==> src/rtl/uart_tx_arb.sv <==
// Round-robin arbiter that shares one UART transmitter between two byte requesters.
// Optional WAIT-state abort timer is built only when UART_ARB_TIMEOUT_EN is defined.
module uart_tx_arb #(
    parameter int                   TIMEOUT_W   = 16,
    parameter logic [TIMEOUT_W-1:0] TIMEOUT_CYC = 16'd50000
) (
    input  logic       clk,
    input  logic       reset_,
    input  logic       req0_valid,
    input  logic [7:0] req0_data,
    input  logic       req0_lock,
    output logic       req0_ready,
    input  logic       req1_valid,
    input  logic [7:0] req1_data,
    input  logic       req1_lock,
    output logic       req1_ready,
    input  logic       tx_busy,
    input  logic       tx_end,
    output logic       tx_start,
    output logic [7:0] tx_data,
    output logic [1:0] grant,
    output logic       arb_busy,
    output logic       err
);

    typedef enum logic [1:0] {IDLE, ISSUE, WAIT} state_t;

    state_t     state, state_next;
    logic       last, owned;
    logic       last_next, owned_next;
    logic       start_next, ready0_next, ready1_next, busy_next, err_next;
    logic [7:0] data_next;
    logic [1:0] grant_next;
    logic       pick, pick_id, owner_release, expire;

    // While a lock is held, last names the owner, so only that requester competes.
    always_comb begin
        pick    = 1'b0;
        pick_id = 1'b0;
        if (!tx_busy) begin
            if (owned) begin
                pick    = last ? req1_valid : req0_valid;
                pick_id = last;
            end else if (req0_valid && req1_valid) begin
                pick    = 1'b1;
                pick_id = ~last;
            end else if (req0_valid || req1_valid) begin
                pick    = 1'b1;
                pick_id = req1_valid;
            end
        end
    end

    assign owner_release = owned && !(last ? req1_valid : req0_valid)
                                 && !(last ? req1_lock  : req0_lock);

`ifdef UART_ARB_TIMEOUT_EN
    localparam logic [TIMEOUT_W-1:0] TIMEOUT_LAST = TIMEOUT_CYC - 1'b1;

    logic [TIMEOUT_W-1:0] timer;

    always_ff @(posedge clk or negedge reset_) begin
        if (!reset_)
            timer <= '0;
        else if (state == ISSUE)
            timer <= '0;
        else if (state == WAIT)
            timer <= timer + 1'b1;
    end

    // A tx_end arriving on the expiry cycle takes precedence over the abort.
    assign expire = (state == WAIT) && !tx_end && (timer == TIMEOUT_LAST);
`else
    logic unused_timeout_cfg;
    assign unused_timeout_cfg = ^{TIMEOUT_CYC, TIMEOUT_W};
    assign expire = 1'b0;
`endif

    always_ff @(posedge clk or negedge reset_) begin
        if (!reset_) begin
            state      <= IDLE;
            tx_start   <= 1'b0;
            tx_data    <= 8'h00;
            req0_ready <= 1'b0;
            req1_ready <= 1'b0;
            grant      <= 2'b00;
            arb_busy   <= 1'b0;
            err        <= 1'b0;
            last       <= 1'b1;
            owned      <= 1'b0;
        end else begin
            state      <= state_next;
            tx_start   <= start_next;
            tx_data    <= data_next;
            req0_ready <= ready0_next;
            req1_ready <= ready1_next;
            grant      <= grant_next;
            arb_busy   <= busy_next;
            err        <= err_next;
            last       <= last_next;
            owned      <= owned_next;
        end
    end

    always_comb begin
        state_next = state;
        unique case (state)
            IDLE:    if (pick) state_next = ISSUE;
            ISSUE:   state_next = WAIT;
            WAIT:    if (tx_end || expire) state_next = IDLE;
            default: state_next = IDLE;
        endcase
    end

    // Computes the registered output values for the coming cycle.
    always_comb begin
        start_next  = 1'b0;
        ready0_next = 1'b0;
        ready1_next = 1'b0;
        err_next    = 1'b0;
        data_next   = tx_data;
        grant_next  = grant;
        last_next   = last;
        owned_next  = owned;
        busy_next   = (state_next != IDLE);
        unique case (state)
            IDLE: begin
                data_next = 8'h00;
                if (pick) begin
                    start_next  = 1'b1;
                    data_next   = pick_id ? req1_data : req0_data;
                    ready0_next = ~pick_id;
                    ready1_next = pick_id;
                    grant_next  = pick_id ? 2'b10 : 2'b01;
                    last_next   = pick_id;
                    owned_next  = pick_id ? req1_lock : req0_lock;
                end else if (owner_release) begin
                    owned_next = 1'b0;
                    grant_next = 2'b00;
                end else if (!owned) begin
                    grant_next = 2'b00;
                end
            end
            ISSUE: begin
            end
            WAIT: begin
                if (tx_end) begin
                    data_next = 8'h00;
                    if (!owned) grant_next = 2'b00;
                end else if (expire) begin
                    err_next   = 1'b1;
                    owned_next = 1'b0;
                    grant_next = 2'b00;
                    data_next  = 8'h00;
                end
            end
            default: begin
            end
        endcase
    end

endmodule

==> config.mk <==
export PLATFORM = sky130hd
export DESIGN_NAME = uart_tx_arb
export DESIGN_NICKNAME = d
export VERILOG_FILES = /design/src/rtl/uart_tx_arb.sv
export SDC_FILE = /design/constraint.sdc
export NUM_CORES = 1
export LEC_CHECK = 0
export BUFFER_PORTS_ARGS = -buffer_cell sky130_fd_sc_hd__buf_2
export CAP_MARGIN = 20
export CORE_MARGIN = 1
export CORE_UTILIZATION = 45
export CTS_CLUSTER_DIAMETER = 30
export DETAILED_ROUTE_END_ITERATION = 7
export PLACE_DENSITY = 0.85
export SYNTH_ARGS = -nofsm -noshare
export SYNTH_HDL_FRONTEND = slang
export SYNTH_SLANG_ARGS = --single-unit
==> constraint.sdc <==
create_clock -name clk -period 2 [get_ports clk]
set_input_delay 0.1 -clock clk [delete_from_list [all_inputs] [get_ports clk]]
set_output_delay 0.1 -clock clk [all_outputs]
set_load 0.01 [all_outputs]
==> results.sh <==
export IMPL_outcome="complete, no violations"
export IMPL_place_gp_congestion=0.912
export IMPL_antenna_cells=0
export IMPL_io_pins=39
export IMPL_core_sq_mm=0.00176
export IMPL_syn_avg_cell_area_sq_um=11.1
export IMPL_post_cts_resized=0
export IMPL_synth_cell_types=29
export IMPL_rsz0062_at_grt="no"
export IMPL_ys_ff_latch=18
export IMPL_cts_sinks=18
export IMPL_port_buffers=37
export IMPL_critical_path_class="reg2reg"
export IMPL_die_x_um=45.8
export IMPL_cts_buffer_depth=2
export IMPL_start_util=0.490
export IMPL_synthMuxAreaShare=0.0130
export IMPL_synthTopCellsByArea="dfrtp_1, a222oi_1, inv_1, buf_6, dfstp_2"
export IMPL_synth_seq_area_share=0.522
export IMPL_synthCells=78
export IMPL_worstSetupStartpointType="flop"
export IMPL_grt_use_met1=0.285
export IMPL_hold_class="in2reg"
export IMPL_slew_viol_final=0
export IMPL_vias=734
export IMPL_clk_latency_ns=0.29
export IMPL_mostFrequentLayoutCell="buf_2"
export IMPL_drive_gt1_frac=0.421
export IMPL_period_minus_slack_ns=1.63
export IMPL_route_detailed_drc=0
export IMPL_required_ns=2.24
export IMPL_skew_ns=0.00158
export IMPL_ctsHtreeMaxLevel=1
export IMPL_gr_usage_met2=0.294
export IMPL_grt_pass1_vias=644
export IMPL_drt_iter0_markers=47
export IMPL_yosysTopAreaCellShare=0.492
export IMPL_final_area_sq_mm=0.00107
export IMPL_tns_ns=0
export IMPL_die_area_sq_mm=0.00210
export IMPL_timing_fmax_mhz=614
export IMPL_die_y_um=45.8
export IMPL_overflow=0
export IMPL_viasPerCell=5.28
export IMPL_antenna_found_initial=0
export IMPL_fin_crit_sh=0.814
export IMPL_ir_drop_uv=695
export IMPL_grt_start_max_net_pins=19
export IMPL_end_kind="flop"
export IMPL_yosys_area_share_adder=0
export IMPL_ant_nets=0
export IMPL_drv_cap=0
export IMPL_synth_top_area_cell="dfrtp_1"
export IMPL_syn_to_final_growth_pct=23.9
export IMPL_synth_xor_area_frac=0
export IMPL_nets=139
export IMPL_cts_inserted_buffers=3
export IMPL_arrival_ns=1.87
export IMPL_cts_tree="done"
export IMPL_most_common_layout_cells="buf_2, dfrtp_1, inv_1, a222oi_1, nor2_1"
export IMPL_syn_area_sq_um=865
export IMPL_power_density_mw_per_mm2=1230
export IMPL_final_hold_viol_count=0
export IMPL_synth_top_family_by_area="compound AO/OA/AOI/OAI gates"
export IMPL_syn_nets=102
export IMPL_grt_use_total=0.199
export IMPL_synth_simple_gate_area_share=0.0839
export IMPL_clk_pin_slew_worst_paths_ns=0.10
export IMPL_grt_pass1_wl_um=2870
export IMPL_dp_hpwl_um=1270
export IMPL_placed_area_sq_mm=0.00102
export IMPL_first_pass_iters=4
export IMPL_synth_warnings=0
export IMPL_p_leak_nw=0.628
export IMPL_drt_total_wl_um=1740
export IMPL_synth_compound_area_frac=0.250
export IMPL_top_usage_layer="met2"
export IMPL_rows=15
export IMPL_root_buffer="clkbuf_4"
export IMPL_wl_per_cell_um=12.5
export IMPL_setup_viol=0
export IMPL_grtUsageMet3=0.0476
export IMPL_crit_fanout=11
==> cell usage after synthesis <==
master	number
dfrtp_1	17
inv_1	12
a222oi_1	8
nor2_1	5
nand2_1	4
buf_4	3
buf_6	3
a21o_1	2
inv_2	2
nor3_1	2
o21bai_1	2
a211o_1	1
a21boi_0	1
a21boi_2	1
a21oi_1	1
a22o_1	1
conb_1	1
dfstp_2	1
mux2_2	1
nand2b_1	1
nand2b_4	1
o2111a_1	1
o2111ai_1	1
o211ai_1	1
o211ai_2	1
o22ai_1	1
o311a_1	1
o311ai_0	1
or3b_1	1
==> state kept, by name (all words and copies together), names as in the netlist <==
signal,count
owned,1
tx_start,1
last,1
state,2
tx_data,8
grant,2
arb_busy,1
req1_ready,1
req0_ready,1
==> through the flow <==
stage	power (mW)	instances	util	hold WS [ns]	setup WS, ns
3_5_place_dp	1.10	134	0.581	0.0467	0.396
4_1_cts	1.33	139	0.607	0.0169	0.392
3_3_place_gp	1.08	134	0.581	0.0409	0.456
6_report	1.32	139	0.607	0.0268	0.373
5_1_grt	1.42	139	0.607	0.0399	0.223
2_1_floorplan	0.971	78	-	-0.196	0.483
==> power by group <==
| group | internal, mW | switching [mW] |
|---|---|---|
| sequential | 0.499 | 0.114 |
| combinational | 0.225 | 0.259 |
| clock | 0.111 | 0.113 |
==> worst paths after layout <==
kind	from	to	slack [ns]	cells past startpoint
min reg2reg	tx_data[3]$_DFFE_PN0P_	tx_data[3]$_DFFE_PN0P_	0.51	2
min	req0_data[2]	tx_data[2]$_DFFE_PN0P_	0.03	3
max	state[1]$_DFF_PN0_	tx_data[7]$_DFFE_PN0P_	0.37	4
max in group asynchronous	reset_	last$_DFFE_PN1P_	1.43	2
min in group asynchronous	reset_	tx_data[7]$_DFFE_PN0P_	0.25	2
max reg2reg	state[1]$_DFF_PN0_	tx_data[7]$_DFFE_PN0P_	0.37	4
==> critical path: stages, from the launching register on <==
cell and delay [ns]:
dfrtp_1 0.43, nor3_1 0.39, o311a_1 0.50, a222oi_1 0.16
inv_1 0.09
==> logic make-up after synthesis <==
| kind of cell | count (synthesis) |
|---|---|
| other | 1 |
| multiplexers | 1 |
| buffers and inverters | 20 |
| AND/OR/NAND/NOR | 14 |
| flip-flops | 18 |
| AO/OA/AOI/OAI | 24 |
==> layer usage <==
metal / wire, um / vias up
li1: - / 351
met1: 848 / 334
met2: 723 / 46
met3: 138 / 3
met4: 29 / 0
met5: 0 / -
==> final cells by class <==
| cell class | count | area (sq um) |
|---|---|---|
| Fill cell | 165 | 693 |
| Sequential cell | 18 | 452 |
| Multi-Input combinational cell | 40 | 304 |
| Timing Repair Buffer | 38 | 195 |
| Inverter | 14 | 52.6 |
| Clock buffer | 4 | 36.3 |
| Tap cell | 25 | 31.3 |
==> what timing repair did <==
item	in CTS	in global routing
setup endpoints to repair	0	0
setup buffers	0	0
hold endpoints to repair	17	0
hold buffers	1	0
Power figures use the tool's default switching activity.
